**src/rtl/valid_sched_pkg.sv**
```systemverilog
// valid_sched_pkg: shared constants, slot record and latency lookup for the
// multi-latency valid/tag scheduler.
package valid_sched_pkg;

  localparam int TAG_W   = 8;
  localparam int NCLASS  = 4;
  localparam int MAX_LAT = 16;
  localparam int CLS_W   = (NCLASS > 1) ? $clog2(NCLASS) : 1;
  localparam int CNT_W   = 16;

  // Per-class latency in cycles; every entry must lie in 1..MAX_LAT.
  localparam int LATS [NCLASS] = '{1, 3, 5, 12};

  typedef struct packed {
    logic             v;
    logic [CLS_W-1:0] cls;
    logic [TAG_W-1:0] tag;
  } slot_t;

  // Latency of a class; 0 marks a class code outside 0..NCLASS-1.
  function automatic int lat_of(input logic [CLS_W-1:0] cls);
    int l;
    l = 0;
    for (int i = 0; i < NCLASS; i++) begin
      if (CLS_W'(i) == cls) l = LATS[i];
    end
    return l;
  endfunction

endpackage

```
**src/rtl/valid_sched_slot.sv**
```systemverilog
// valid_sched_slot: one completion slot. Each advancing cycle it either takes
// a freshly accepted issue or the contents of the slot above it; flush empties
// it. An empty slot always holds all-zero class and tag.
module valid_sched_slot
  import valid_sched_pkg::*;
(
  input  logic  clk,
  input  logic  reset,
  input  logic  ce_i,
  input  logic  flush_i,
  input  logic  load_i,
  input  slot_t load_data_i,
  input  slot_t shift_i,
  output slot_t slot_o
);

  slot_t slot_q, slot_d;

  // Next slot contents: flush wins, then load-on-accept, then shift down.
  always_comb begin
    slot_d = slot_q;
    if (flush_i) begin
      slot_d = '0;
    end else if (ce_i) begin
      if (load_i)          slot_d = load_data_i;
      else if (shift_i.v)  slot_d = shift_i;
      else                 slot_d = '0;
    end
  end

  // Slot register with synchronous reset.
  always_ff @(posedge clk) begin
    if (reset) slot_q <= '0;
    else       slot_q <= slot_d;
  end

  assign slot_o = slot_q;

endmodule

```
**src/rtl/valid_sched.sv**
```systemverilog
// valid_sched: tracks valid+tag for several fixed-latency functional-unit
// classes sharing one writeback bus. An issue is accepted only when its
// completion slot is free, so at most one result emerges per cycle.
// Optional rejected-issue counter: define VALID_SCHED_REJECT_CNT_EN.
//
// Handshake: an issue transfers on a rising edge where in_valid & in_ready.
// in_ready depends only on ce, flush, in_class and slot state (never on
// in_valid). out_valid is a registered strobe that holds while ce=0, so
// consumers qualify it with ce.
module valid_sched
  import valid_sched_pkg::*;
(
  input  logic             clk,
  input  logic             reset,
  input  logic             ce,
  input  logic             flush,
  input  logic             in_valid,
  output logic             in_ready,
  input  logic [CLS_W-1:0] in_class,
  input  logic [TAG_W-1:0] in_tag,
  output logic             out_valid,
  output logic [CLS_W-1:0] out_class,
  output logic [TAG_W-1:0] out_tag,
  output logic             busy,
  output logic [CNT_W-1:0] reject_cnt
);

  localparam int IDX_W = $clog2(MAX_LAT + 2);

  // slots[MAX_LAT+1] is a permanently empty slot feeding the top of the pipe.
  slot_t              slots [1:MAX_LAT+1];
  logic [MAX_LAT+1:0] occ;
  int                 lat;
  logic               cls_ok;
  logic [IDX_W-1:0]   chk_idx;
  logic               accept;
  slot_t              issue_data;

  assign slots[MAX_LAT+1] = '0;

  // Occupancy vector indexed by slot number; bits 0 and MAX_LAT+1 stay empty.
  always_comb begin
    occ = '0;
    for (int k = 1; k <= MAX_LAT; k++) occ[k] = slots[k].v;
  end

  // Ready: the slot that will shift into position L must be empty.
  always_comb begin
    lat      = lat_of(in_class);
    cls_ok   = (lat != 0);
    chk_idx  = IDX_W'(lat + 1);
    in_ready = ce & ~flush & cls_ok & ~occ[chk_idx];
  end

  assign accept     = in_valid & in_ready;
  assign issue_data = '{v: 1'b1, cls: in_class, tag: in_tag};

  for (genvar k = 1; k <= MAX_LAT; k++) begin : g_slot
    valid_sched_slot u_slot (
      .clk         (clk),
      .reset       (reset),
      .ce_i        (ce),
      .flush_i     (flush),
      .load_i      (accept && (lat == k)),
      .load_data_i (issue_data),
      .shift_i     (slots[k+1]),
      .slot_o      (slots[k])
    );
  end

  assign out_valid = slots[1].v;
  assign out_class = slots[1].cls;
  assign out_tag   = slots[1].tag;
  assign busy      = |occ[MAX_LAT:1];

`ifdef VALID_SCHED_REJECT_CNT_EN
  logic [CNT_W-1:0] rej_q, rej_d;

  // Count cycles where a live issue was turned away; saturate at all-ones.
  always_comb begin
    rej_d = rej_q;
    if (in_valid & ~in_ready & ce & ~flush & (rej_q != '1)) rej_d = rej_q + 1'b1;
  end

  // Counter register; only reset clears it, flush leaves it alone.
  always_ff @(posedge clk) begin
    if (reset) rej_q <= '0;
    else       rej_q <= rej_d;
  end

  assign reject_cnt = rej_q;
`else
  assign reject_cnt = '0;
`endif

endmodule
```
**config.mk**
```make
export PLATFORM = sky130hd
export DESIGN_NAME = valid_sched
export DESIGN_NICKNAME = d
export VERILOG_FILES = /design/src/rtl/valid_sched_pkg.sv /design/src/rtl/valid_sched_slot.sv /design/src/rtl/valid_sched.sv
export SDC_FILE = /design/constraint.sdc
export NUM_CORES = 1
export LEC_CHECK = 0
export BUFFER_PORTS_ARGS = -buffer_cell sky130_fd_sc_hd__clkbuf_2
export CAP_MARGIN = 20
export CELL_PAD_IN_SITES_DETAIL_PLACEMENT = 0
export CELL_PAD_IN_SITES_GLOBAL_PLACEMENT = 1
export CORE_UTILIZATION = 35
export CTS_CLUSTER_SIZE = 14
export DETAILED_ROUTE_END_ITERATION = 6
export GPL_TIMING_DRIVEN = 0
export PLACE_DENSITY = 0.64
export REMOVE_ABC_BUFFERS = 1
export SLEW_MARGIN = 20
export SYNTH_ARGS = -nofsm -noshare
export SYNTH_HDL_FRONTEND = slang
export SYNTH_SLANG_ARGS = --single-unit
```
**constraint.sdc**
```tcl
create_clock -name clk -period 3.3 [get_ports clk]
set_input_delay 0.33 -clock clk [delete_from_list [all_inputs] [get_ports clk]]
set_output_delay 0.33 -clock clk [all_outputs]
set_load 0.02 [all_outputs]
```
==> Yosys cells after proc, flatten, opt, wreduce, memory -nomap -nowiden <==
Index checks and enable logic that the tools add are counted.
{ "totals": {"regBits": 176, "input_bits": 15, "output_inout_bits": 29, "word_cells": 132} }
{ "op_classes": {"n_addsub": 1, "order_cmp": 1, "n_eq_ne": 19, "mux": 37, "n_bitwise": 6, "reduce_logical": 20} }
{ "op_table": {"columns": ["operator", "count"], "rows": [
  ["$mux 11", 31],
  ["$eq 32x5->1 const B", 8],
  ["$eq 32x4->1 const B", 4],
  ["$mux 32", 3],
  ["$eq 32x3->1 const B", 2],
  ["$eq 32x2->1 const B", 1],
  ["$eq 32x6->1 const B", 1],
  ["$reduce_bool 32->1", 1],
  ["$logic_and 1x1->1", 16],
  ["$reduce_or 16->1", 1],
  ["$lt 5x6->1 const B", 1],
  ["$add 5x2->5 const B", 1],
  ["$bmux 1 s5", 1],
  ["$and 1x1->1", 4],
  ["$eq 2x2->1 const A", 2],
  ["$eq 1x2->1 const A", 1],
  ["$logic_not 2->1", 1],
  ["$mux 1", 2],
  ["$not 1->1", 2],
  ["$reduce_or 2->1", 1]
]} }

==> Depth between registers and ports, before layout <==
Gate-level depths: netlist (run 1).
{ "logic_depth": {"depth_word": 13, "ltp_mapped": 10, "ltp_nobuf": 7} }

==> Hierarchy <==
From an unflattened synthesis (run 1), not the netlist that was laid out.
{ "unflattened": {"cells_unflattened": 1026, "area_unflattened_um2": 10010.9} }
{ "modules_own_cells": {"columns": ["mod", "n_inst", "cells_per_inst", "area_per_inst_um2", "seq_area_each_um2"], "rows": [
  ["valid_sched_slot", 16, 61, 603.1, 220.2],
  ["valid_sched", 1, 50, 361.6, 0.0]
]} }

==> Least setup slack after synthesis (run 1) <==
Ideal clock, no wire load.
{ "synth_timing": {"kind": "input port to output port", "start": "input in_class[1]", "end": "output in_ready", "arrival_time_ns": 2.578, "t_required_ns": 2.970, "slack_ns": 0.392, "cell_stages": 6, "n_path_buf": 1, "cell_sequence": "clkbuf_1 > nand2b_1 > ha_1 > mux2i_1 > o21ai_0 > a2111oi_0"} }
{ "synth_between": {"elab_chain_len": 10, "word_cells_on_any_way": 15, "classes_between": "add/sub: 1; eq/ne: 3; mux: 6; bitwise: 3; reduce/logical: 2"} }
{ "synth_rtl": {"columns": ["element", "line_no", "source"], "rows": [
  ["from (decl)", "valid_sched.sv:19", "input logic [CLS_W-1:0] in_class,"],
  ["$logic_not 2->1", "valid_sched_pkg.sv:25", "if (CLS_W'(i) == cls) l = LATS[i];"],
  ["$mux 1", "valid_sched_pkg.sv:25", null],
  ["$mux 32 (2 in a row)", "valid_sched_pkg.sv:25", null],
  ["$mux 32 (*)", "valid_sched_pkg.sv:25", null],
  ["$add 5x2->5", "valid_sched.sv:51", "chk_idx = IDX_W'(lat + 1);"],
  ["$bmux 1 s5", "valid_sched.sv:52", "in_ready = ce & ~flush & cls_ok & ~occ[chk_idx];"],
  ["$mux 1 (implied by the code)", "valid_sched.sv:52", null],
  ["$not 1->1", "valid_sched.sv:52", null],
  ["$and 1x1->1 (*)", "valid_sched.sv:52", null],
  ["to (decl)", "valid_sched.sv:18", "output logic in_ready,"]
]} }
Mark *: on every way between the ends. The rest lies on a longest branch, timed or not. The select of a mux whose other input is x is not followed.

==> Final worst setup path (run 1) <==
Ends and elaborated chain as after synthesis.

==> metrics list, run 1 <==
- The register with the most flip-flops in the layout has 165 of them.
- The initialized floorplan defines 48 standard-cell rows.
- During placement, the flow inserted port buffers numbering 27.
- The analysis attributes to cell leakage a power of 0.00255 µW.
- Power Dens Cells: 591 nW/µm²
- Power share of the sequential group: 48.0%
- Accumulated negative setup slack: 0 ns
- Measured in cells, the most critical reg-to-reg path has a length of 4.
- Largest net degree at the start of global routing: 60
* Final Net Count: 674
* Sw Pwr: 916 µW
- Routability Congestion: 0.728
- For the pin with the worst max-slew slack, the measured transition is 1.10 ns.
* Clock slew at reported path FFs: 0.06 ns
- Post-CTS setup-driven buffer insertion count: 0
- Post-route clock skew: 0.00673 ns
- Fmax achieved: 372 MHz
- Capture point of the critical path: in_ready
* Area enclosed by the die boundary: 18300 µm²
- Required arrival time at the worst endpoint: 2.97 ns
* Post-Synth Adder-Cell Area: 0.402%
- On the critical path, the stage with the largest delay is an instance of sky130_fd_sc_hd__ha_1.
* Post-synthesis mux area share: 0.402%
- Measured against its own limit, the worst slew margin works out to 25.9%.
- Leaving out filler cells and counting taps, the final layout contains 895.
- The first routing iteration left 290 violations.
* Die X: 135 µm
- TritonCTS Buffers: 17
- Once the clock tree was built, the resizer swapped 0 gates to a different size.
- The via count of the first global-routing pass came to 4653.
- Global routing used 18.8% of the available tracks.
- The flow ran to the end, and the final reports show no timing, DRC or antenna violations.
* Count of flip-flops with a built-in enable after synthesis: 0
* Worst Path Arrival: 2.36 ns
* Proportion of power drawn by combinational gates: 4.0%
* Worst reg2reg endpoint: g_slot[2].u_slot.slot_o[6]
- Clock Power Share: 48.0%
- Setup slack on the worst flop-to-flop path: 0.81 ns
- CTS tree: done
* Total standard cell area after synthesis: 6220 µm²
- Portion of the clock cycle consumed by the worst path in the final layout: 81.5%
* Pins Over Slew Limit: 0
- Crit. End Element: output pin
- Total wire length: 15.9 mm
- Clock tree synthesis found a total of 165 sinks.
- CP Max Fanout: 8
- The library cells used most frequently in the layout, excluding fill and tap cells, are 165 x sky130_fd_sc_hd__dfxtp_1, 95 x sky130_fd_sc_hd__nand2_1, 61 x sky130_fd_sc_hd__a22o_1.
* Synthesis Warnings: 0
* Post-synth ARST share: 0%
* Startpoint class of the critical path: input pin
* Clock period minus final worst setup slack: 2.69 ns
- The multi-input combinational cells in the finished layout cover a total of 2620 µm².
* Total congestion overflow after global routing: 0
- Share of the core filled with cells in the final layout: 40.8%
- Vertical extent of the die: 135 µm
- Cell count after synthesis: 663
- Area share of and/or/nand/nor cells after synthesis: 18.2%
- The share of synthesized area in the top cell type comes to 53.1%.
- After Yosys synthesis, XOR and XNOR cells account for 0.141% of the synthesized area.
* H-tree levels: 4
* Final setup violation count: 0
- Antenna violations before repair: 0
- Number of DRC violations after detailed routing: 0
* Via density: 5.46
- Post-Place Cells: 863
- The tightest min-delay check is of the in2reg type.
* Count of final hold-check violations: 0
- The internal power of the cells totals 3270 µW.
- Initial Utilization: 35.9%
- Buffers inserted to repair hold after CTS numbered 0.
- RSZ-0062 raised after global routing: false
* Area added between synthesis and finish: 13.8%
* Syn_area_per_cell: 9.39 µm²
- The worst-case IR drop observed on VDD is 0.000380 V.
* Launching point of the worst reg2reg path: g_slot[6].u_slot.slot_o[10]
- Dividing the detail-routed wire length by the instance count gives 17.8 µm.
- Prior to clock tree synthesis, the placed netlist has a worst setup slack of -0.394 ns.
- The pre-antenna-repair detailed-routing pass consisted of 5 iterations.
* Area fraction in compound gates after synthesis: 21.6%
- Boundary Pins: 44
- Counting distinct cell types in the post-synthesis netlist gives 47.
- For this run, the slowest stage of the critical path takes 0.44 ns.
- The post-route netlist has 10.7% of its cells at a drive strength greater than 1.
- After synthesis the netlist holds a flip-flop and latch count of 165.
- Leaving out fill and tap cells, the most frequent cell in the layout is sky130_fd_sc_hd__dfxtp_1.
- In this run the worst setup path begins at in_class[1].
- 0 antenna diodes ended up in the layout.
- Master cell of the clock root buffer: sky130_fd_sc_hd__clkbuf_16
- In this run the deepest clock path goes through 2 buffers.
* Max-Cap Viols: 0
- After filler insertion, the fill cell instance count of the layout stands at 1700.
* Cell accounting for the most synthesized area: sky130_fd_sc_hd__dfxtp_1
- Core footprint: 17400 µm²
- Switching power as a share of total power: 21.9%
- The critical path is of the in2out type.
- Once detail routing completed, the nets flagged for antenna violations numbered 0.
* Most frequent cell on the critical path: sky130_fd_sc_hd__clkbuf_2
* Dominant combinational cell family by area after synthesis: compound AO/OA/AOI/OAI gates
* Worst-Skew Late Latency: 0.43 ns
- Area taken by flip-flops and latches: 3300 µm²
* Setup slack after layout: 0.609 ns
* Final HPWL DP: 10.4 mm
- The final route contains 4889 vias.
* Global-route wire length before repair: 26.0 mm
* Most frequently used flop master after synthesis: sky130_fd_sc_hd__dfxtp_1
- Sequential share of the synthesized area: 53.1%
- Cells along the critical path: clkbuf_2 -> nand2b_1 -> ha_1 -> mux2i_1 -> o21ai_0 -> a2111oi_0 -> clkbuf_2
- By area the synthesized netlist is led by sky130_fd_sc_hd__dfxtp_1 53%, sky130_fd_sc_hd__a22o_1 8.6%, sky130_fd_sc_hd__nand2_1 5.7%.
[how the worst min path moves through the flow]
stage	slack [ns]	cells after the start	from	to
finish	0.21	3	in_tag[0]	g_slot[1].u_slot.slot_o[0]
global route	0.21	3	in_tag[0]	g_slot[1].u_slot.slot_o[0]
CTS	0.19	3	in_tag[0]	g_slot[1].u_slot.slot_o[0]
detailed placement	0.44	2	g_slot[3].u_slot.slot_o[0]	g_slot[3].u_slot.slot_o[0]
global placement	0.44	2	g_slot[6].u_slot.slot_o[8]	g_slot[6].u_slot.slot_o[8]
floorplan	0.41	1	ce	g_slot[15].u_slot.slot_o[10]
[critical path, delay by kind of cell]
kind	cells	cell delay [ns]
AOI/OAI and AO/OA	2	0.55
adders and majority gates	1	0.44
buffers and inverters	2	0.39
muxes	1	0.39
and+or+nand+nor	1	0.25
[stage by stage]
stage	power, µW	hold WS, ns	area, µm²
6_report	4180	0.208	7080
3_3_place_gp	2200	0.440	6340
3_5_place_dp	2220	0.444	6480
5_1_grt	4330	0.211	7080
4_1_cts	4220	0.194	7080
2_1_floorplan	2130	0.409	5920
[power groups by stage]
stage / registers, µW / logic (µW) / clock network (µW)
CTS: 2010 / 165 / 2050
global route: 2010 / 180 / 2140
floorplan: 2050 / 79.3 / 0
detailed placement: 2050 / 165 / 0
finish: 2010 / 166 / 2010
global placement: 2050 / 146 / 0
[cell type report]
cell class / instances / area share, %
clock buffers: 23 / 6.61
clock inverters: 9 / 1.78
inverters: 6 / 0.318
multi-input cells: 433 / 37.0
flip-flops and latches: 165 / 46.6
well taps: 225 / 3.98
repair buffers: 34 / 3.62
[synthesized netlist by cell type (all sizes together) (2+ instances only)]
cell	n
a211oi	3
o21ai	22
a221o	8
and2	11
nand4b	2
nand2b	2
clkbuf	40
a22o	61
inv	6
nor4	5
dfxtp	165
buf	34
nand4	20
nor3	5
a21oi	20
a31oi	23
a21o	6
nor2	16
ha	2
and3	18
o211ai	37
nand2	95
nand3	47
[routing by layer]
metal / GRT usage [%] / part of all wire [%] / vias up
met3: 4.45 / 5.0 / 22
met4: 6.93 / 1.5 / 0
met2: 28.5 / 45 / 108
met5: 0 / 0 / -
li1: - / - / 2397
met1: 25.7 / 48 / 2362
[kinds of logic after synthesis]
kind of cell	count (synthesis)
xor+xnor	1
fa+ha+maj	2
buf+inv	80
flops	165
compound gates	183
other cells	1
simple gates	229
mux	2
No activity file was read; power rests on OpenSTA's default activity.
==> inputs of run 2 (changes only) <==
Settings changed: PLACE_DENSITY 0.64 to 0.67.
Clock period 3.3 ns to 2.4 ns, I/O delays scaled along.
==> metrics list, run 2 (synthesized netlist as in run 1, its figures left out) <==
- The post-detailed-placement cell area is 6490 µm² (about the same).
- Post-Place Cells: 863 (unchanged)
- Number of flip-flops under the largest register name: 165 (unchanged)
- Family with the most delay on the worst path: compound AO/OA/AOI/OAI gates
- The post-detailed-routing wire length is 16.0 mm (+0.33%).
- Final design instance area without fill: 7160 µm² (+1.2%)
- Drt initial violations: 281 (-3.1%)
- Final setup violation count: 0 (unchanged)
* Max stage delay cell, worst path: sky130_fd_sc_hd__a2111o_2
- Total Power Consumption: 5720 µW (+37%)
- Boundary Pins: 44 (unchanged)
* Max-Cap Viols: 0 (unchanged)
* Relative slew slack: 26.7% (+0.79 points)
- By startpoint and endpoint, the worst setup path is classified as in2reg.
- The clock tree skew after final layout is 0.00759 ns (+0.000865 ns).
- The first-pass GRT wire length came to 25.5 mm (-1.7%).
- The number of placement rows was 48 (unchanged).
- Sw Pwr: 1280 µW (+39%)
- Layout cells sized above 1: 12.6% (+1.8 points)
* Switching power as a share of total power: 22.3% (+0.42 points)
- Leaving out fill and tap cells, the most frequent cell in the layout is sky130_fd_sc_hd__dfxtp_1.
- All-layer global routing usage: 18.4% (-0.39 points)
- The wire length per cell after detailed routing is 17.7 µm (-0.45%).
* Area added between synthesis and finish: 15.1%
- Vertical extent of the die: 135 µm (unchanged)
- The path class of the tightest hold or removal check is in2reg.
- STA classifies the critical path startpoint as an input pin.
- Worst-Skew Late Latency: 0.42 ns (about the same)
* Total congestion overflow after global routing: 0 (unchanged)
- Count of final hold-check violations: 0 (unchanged)
- Area enclosed by the die boundary: 18300 µm² (unchanged)
- Internal power of the cells: 4440 µW (+36%)
* Crit. End Element: flop
- The combinational share of power came to 4.1% (about the same).
* Number of non-filler instances in the completed layout: 902 (+0.78%)
- The areal power density over the cells came to 798 nW/µm² (+35%).
- Result of the run: finished, final reports clean
- Master cell of the clock root buffer: sky130_fd_sc_hd__clkbuf_16
- The required time of the worst setup path is 2.71 ns (-0.26 ns).
- The number of CTS-inserted buffers is 17 (unchanged).
- Number of buffer and inverter stages on the critical path: 1 (-1)
- The number of sinks on the clock net came to 165 (unchanged).
* Clock slew at reported path FFs: 0.07 ns (about the same)
* Quantity of I/O buffers inserted on ports: 27 (unchanged)
- Clock period minus final worst setup slack: 2.36 ns
- The slew at the pin closest to its max-slew limit came to 1.09 ns (-0.0118 ns).
* FILL cells: 1694 (-0.35%)
* Count of nets left with antenna violations after detail routing: 0 (unchanged)
- Most used cells in the layout excluding fill and tap cells: 165 x sky130_fd_sc_hd__dfxtp_1, 95 x sky130_fd_sc_hd__nand2_1, 61 x sky130_fd_sc_hd__a22o_1
- Pins Over Slew Limit: 0 (unchanged)
- Delay of the slowest cell on the worst path: 0.54 ns (+0.10 ns)
* Static power due to leakage: 0.00257 µW (+0.46%)
- The iteration count of the initial detailed-routing pass was 4 (-1).
* Via density: 5.45 (-0.19%)
* Worst Path Arrival: 2.66 ns (+0.30 ns)
* Number of global-route vias before repair: 4629 (-0.52%)
- The placed wire-length estimate is 10.2 mm (-2.2%).
* Routed vias: 4918 (+0.59%)
* H-tree levels: 4 (unchanged)
* Setup slack after layout: 0.0432 ns (-0.566 ns)
* Core footprint: 17400 µm² (unchanged)
- Portion of the clock cycle consumed by the worst path in the final layout: 98.2%
- CP Max Fanout: 9 (+1)
* Cells along the critical path: clkbuf_2 -> nand2b_1 -> ha_2 -> mux2_4 -> a2111o_2 -> and3_2 -> a221o_1
- The clock share of power came to 47.5% (-0.5 points).
* Worst slack at placement: -1.09 ns (-0.697 ns)
* VDD IR-drop max: 0.000537 V (+41%)
* CTS tree: done
- The final layout net count came to 680 (+0.89%).
- Largest net degree at the start of global routing: 61 (+1.7%)
- The routability congestion estimate came to 0.752 (+3.3%).
- The x dimension of the die is 135 µm (unchanged).
* Number of buffers on the longest clock path: 2 (unchanged)
- Power share of the sequential group: 48.3% (+0.3 points)
- Initial Utilization: 35.9% (unchanged)
* Number of DRC violations after detailed routing: 0 (unchanged)
- Antenna violations before repair: 0 (unchanged)
- Static timing analysis puts the maximum clock frequency at 424 MHz.
run 2: cell types whose count changed in the layout (fill, tap and decap cells not counted), sizes merged:
cell | before | now
clkinvlp | 1 | 5
clkinv | 5 | 7
diode | 0 | 1
inv | 6 | 5
clkbuf | 49 | 46
buf | 8 | 12
run 2: repair_timing:
action / 4_1_cts / 5_1_grt
hold buffers: 0 / 0
gates resized for setup: 6 / 5
endpoints found under the hold margin: 0 / 0
setup buffers: 0 / 5
pin swaps: 0 / 4
gates cloned: 1 / 0
setup endpoints to repair: 50 / 36
run 2: area by class of cell:
class / instances / area, µm² / share of cell area, %
flip-flops and latches: 165 / 3300 / 46.1
multi-input cells: 433 / 2650 / 37.0
clock buffers: 19 / 433 / 6.04
repair buffers: 39 / 300 / 4.19
well taps: 225 / 282 / 3.93
clock inverters: 13 / 159 / 2.22
inverters: 6 / 26.3 / 0.367
repair inverters: 1 / 5.00 / 0.0699
diodes: 1 / 2.50 / 0.0349
run 2: final timing paths:
check	depth (start not counted)	endpoint	start	slack, ns
min	3	g_slot[1].u_slot.slot_o[0]	in_tag[0]	0.12
min reg2reg	2	g_slot[3].u_slot.slot_o[0]	g_slot[3].u_slot.slot_o[0]	0.45
max reg2reg	4	g_slot[2].u_slot.slot_o[4]	g_slot[6].u_slot.slot_o[10]	0.14
max	7	g_slot[2].u_slot.slot_o[4]	in_class[1]	0.04
run 2: layer usage:
| layer | part of all wire [%] | routed length, µm | vias up | track usage, % |
|---|---|---|---|---|
| met5 | 0 | 0 | - | 0 |
| met4 | 0.77 | 123 | 0 | 5.37 |
| met3 | 5.6 | 894 | 11 | 5.01 |
| met2 | 46 | 7290 | 102 | 27.9 |
| met1 | 48 | 7680 | 2397 | 25.3 |
| li1 | - | - | 2408 | - |
run 2: power groups by stage:
stage          sequential, µW  combinational [µW]  clock, µW
6_report                 2760                 237       2720
4_1_cts                  2760                 230       2770
3_5_place_dp             2820                 224          0
5_1_grt                  2760                 257       2910
2_1_floorplan            2820                 109          0
3_3_place_gp             2820                 200          0
run 2: per-stage QoR:
step                hold slack (ns)  utilization, %  TNS (ns)
global route                  0.137            41.3    -0.127
finish                        0.124            41.3         0
global placement              0.441            36.5   -436.91
CTS                           0.109            40.9         0
detailed placement            0.445            37.4    -67.20
floorplan                     0.319               -    -99.46
run 2: worst reg2reg max path: cells and delay by family (launching register included):
| family | cells | cell delay [ns] |
|---|---|---|
| AO/OA/AOI/OAI | 2 | 0.87 |
| flip-flops | 1 | 0.52 |
| multiplexers | 1 | 0.43 |
| AND/OR/NAND/NOR | 1 | 0.33 |
==> inputs of run 3 (changes only) <==
Settings changed: CORE_UTILIZATION 35 to 42, PLACE_DENSITY 0.67 to 0.77.
==> metrics list, run 3 (synthesized netlist as in run 1, its figures left out) <==
* Number of buffer and inverter stages on the critical path: 1 (unchanged)
* Worst slack at placement: -1.01 ns (+0.0811 ns)
- The number of failing setup endpoints in the final timing report is 0 (unchanged).
* Placed Instance Area: 6410 µm² (-1.2%)
- The final instance area is 7140 µm² (-0.28%).
- Uppermost layer routed: met4
- TritonCTS Buffers: 17 (unchanged)
- The antenna diode count came to 0 (-1).
- The overall die area is 15300 µm² (-16%).
- The slowest stage of the critical path is the sky130_fd_sc_hd__nor4_4 cell.
- Worst Path Arrival: 2.61 ns (-0.05 ns)
- All-layer global routing usage: 21.7% (+3.3 points)
- Average detailed-routed wire length per instance: 18.3 µm (+3.4%)
* Layout cells sized above 1: 12.3% (-0.24 points)
* Number of global-route vias before repair: 4506 (-2.7%)
- TritonCTS built the clock tree.
- Switching power as a share of total power: 20.7% (-1.7 points)
* Portion of the clock cycle consumed by the worst path in the final layout: 94.3% (-3.9 points)
* Power Dens Cells: 837 nW/µm² (+4.9%)
* Pins Over Slew Limit: 0 (unchanged)
- Min-Delay Path Depth: 3 (unchanged)
- Routed met3 length: 674 µm (-25%)
- The clock latency at the later pin of the worst-skew pair was 0.43 ns (about the same).
- Number of DRC violations after detailed routing: 0 (unchanged)
* Cells along the critical path: clkbuf_2 -> nand2b_1 -> ha_4 -> mux2_4 -> nor4_4 -> nand3_1 -> o211ai_1
- Launching point of the worst reg2reg path: g_slot[6].u_slot.slot_o[10]
* Required arrival time at the worst endpoint: 2.75 ns (+0.04 ns)
- The storage element area is 3300 µm² (unchanged).
* Total wire length: 15.7 mm (-1.7%)
* Quantity of hold-fixing buffers added after cts: 0 (unchanged)
* DRT met1 WL: 7.22 mm (-6.0%)
- Area added between synthesis and finish: 14.8%
- The number of buffers inserted by port buffering came to 27 (unchanged).
- The area of the core came to 14500 µm² (-17%).
* Via density: 5.80 (+6.3%)
- The x dimension of the die was 124 µm (-8.6%).
- Initial Utilization: 43.0% (+7.1 points)
- The slack of the critical path is 0.137 ns (+0.0933 ns).
* RSZ-0062 raised after global routing: false
* Global-route wire length before repair: 24.6 mm (-3.6%)
* TritonCTS Sinks: 165 (unchanged)
- Clock slew at reported path FFs: 0.06 ns (about the same)
* Largest net degree at the start of global routing: 61 (unchanged)
- Footprint of the multi-input gates: 2650 µm² (about the same)
* Row count: 44 (-8.3%)
- Drt initial violations: 461 (+64%)
* Startpoint class of the critical path: input pin
* Final Net Count: 679 (-0.15%)
- Count of nets left with antenna violations after detail routing: 0 (unchanged)
* Delay of the slowest cell on the worst path: 0.90 ns (+0.36 ns)
* Final HPWL DP: 9.85 mm (-3.5%)
* Master cell of the clock root buffer: sky130_fd_sc_hd__clkbuf_16
- Most used cells in the layout excluding fill and tap cells: 165 x sky130_fd_sc_hd__dfxtp_1, 95 x sky130_fd_sc_hd__nand2_1, 61 x sky130_fd_sc_hd__a22o_1
* Hold Path End: g_slot[1].u_slot.slot_o[3]
- The clock share of power is 50.0% (+2.5 points).
- The number of buffers on the longest clock path is 2 (unchanged).
* Number of cells traversed by the worst register-to-register path: 4 (unchanged)
- The final count of hold timing violations came to 0 (unchanged).
- Static power due to leakage: 0.00260 µW (+1.2%)
* Routability Congestion: 0.753 (about the same)
- Most frequent standard cell in the layout excluding fill and tap cells: sky130_fd_sc_hd__dfxtp_1
- Grouping stages by cell kind, the critical path spends the most delay in simple AND/OR/NAND/NOR gates.
- The combinational share of power came to 3.8% (-0.3 points).
- The slew at the pin closest to its max-slew limit is 1.05 ns (-0.0435 ns).
- VDD IR-drop max: 0.000451 V (-16%)
- The die height came to 124 µm (-8.6%).
- STA classifies the critical path endpoint as a flop.
- HP Start: in_tag[3]
* Fmax achieved: 442 MHz (+4.1%)
* Power share of the sequential group: 46.2% (-2.1 points)
- The internal portion of total power is 4750 µW (+6.9%).
* Max-Cap Viols: 0 (unchanged)
- The switching power is 1240 µW (-3.2%).
- Boundary Pins: 44 (unchanged)
- CP Max Fanout: 19 (+10)
- Total congestion overflow after global routing: 0 (unchanged)
- Total length of routed met2 wires: 7.53 mm (+3.4%)
- The flow ran to the end, and the final reports show no timing, DRC or antenna violations.
- The critical path is of the in2reg type.
* Length of the first detailed-routing pass in iterations: 4 (unchanged)
* Routed vias: 4968 (+1.0%)
* FILL cells: 1308 (-23%)
* Setup slack on the worst flop-to-flop path: 0.14 ns (about the same)
- The worst relative slew slack came to 29.6% (+2.9 points).
* Post-route clock skew: 0.00693 ns (-0.000665 ns)
- Number of flip-flops under the largest register name: 165 (unchanged)
- In this run the worst hold path is classified as in2reg.
* H-tree levels: 4 (unchanged)
* Antenna violations before repair: 0 (unchanged)
- The clock period minus worst slack was 2.26 ns (-0.0933 ns).
- The endpoint identified for the worst register-to-register timing path is g_slot[6].u_slot.slot_o[3].
-- run 3: cell count changes in the layout (fill, tap and decap cells not counted), moves of 2 or more --
cell	before	now
sky130_fd_sc_hd__clkinv_4	3	1
sky130_fd_sc_hd__bufinv_16	3	5
sky130_fd_sc_hd__buf_6	2	0
sky130_fd_sc_hd__buf_4	6	8
sky130_fd_sc_hd__clkbuf_1	2	0
sky130_fd_sc_hd__clkbuf_8	0	4
sky130_fd_sc_hd__clkinvlp_4	4	1
-- run 3: metrics by stage --
step                      utilization [%]  hold WS [ns]  setup TNS [ns]  std cells  total power [µW]
after floorplan                         -         0.319          -99.46        604              2930
final                                49.3         0.118               0        857              5980
after global routing                 49.3         0.108               0        857              6160
after global placement               43.4         0.443         -398.97        815              3020
after CTS                            48.9         0.101               0        852              6020
after detailed placement             44.3         0.444          -48.71        821              3040
-- run 3: worst register-to-register path, cell delays in order (launching register included) --
cell	delay, ns
sky130_fd_sc_hd__dfxtp_1	0.52
sky130_fd_sc_hd__mux2_4	0.43
sky130_fd_sc_hd__nor4_4	0.90
sky130_fd_sc_hd__nand3_1	0.21
sky130_fd_sc_hd__o211ai_1	0.13
-- run 3: worst max-delay path by stage --
stage	slack, ns	cells past startpoint	endpoint	start
after floorplan	-0.93	3	g_slot[2].u_slot.slot_o[0]	flush
final	0.14	7	g_slot[6].u_slot.slot_o[3]	in_class[1]
after detailed placement	-1.01	5	g_slot[13].u_slot.slot_o[5]	ce
after global routing	0.05	7	g_slot[6].u_slot.slot_o[3]	in_class[1]
after global placement	-3.94	5	g_slot[3].u_slot.slot_o[0]	ce
after CTS	0.006	7	in_ready	in_class[1]
-- run 3: power by group through the flow --
stage / registers, µW / logic, µW / clock network, µW
final: 2760 / 229 / 2990
after global routing: 2760 / 247 / 3150
after CTS: 2760 / 220 / 3040
after detailed placement: 2820 / 215 / 0
after global placement: 2820 / 195 / 0
after floorplan: 2820 / 109 / 0
-- run 3: layout make-up --
cell class	instances	share of cell area (%)
Timing Repair Buffer	38	3.82
Timing Repair inverter	1	0.0701
Tap cell	184	3.22
Multi-Input combinational cell	433	37.1
Clock inverter	9	2.43
Clock buffer	21	6.73
Inverter	6	0.368
Sequential cell	165	46.2
-- run 3: per-layer routing --
layer	vias up	track usage, %
met3	19	4.67
met2	125	35.7
li1	2390	-
met5	-	0
met4	0	8.43
met1	2434	27.7
-- run 3: what timing repair did --
action | CTS | global route
endpoints found under the setup margin | 36 | 18
resized for setup | 5 | 5
cloned | 1 | 0
setup buffers | 0 | 5
pin swaps | 0 | 2
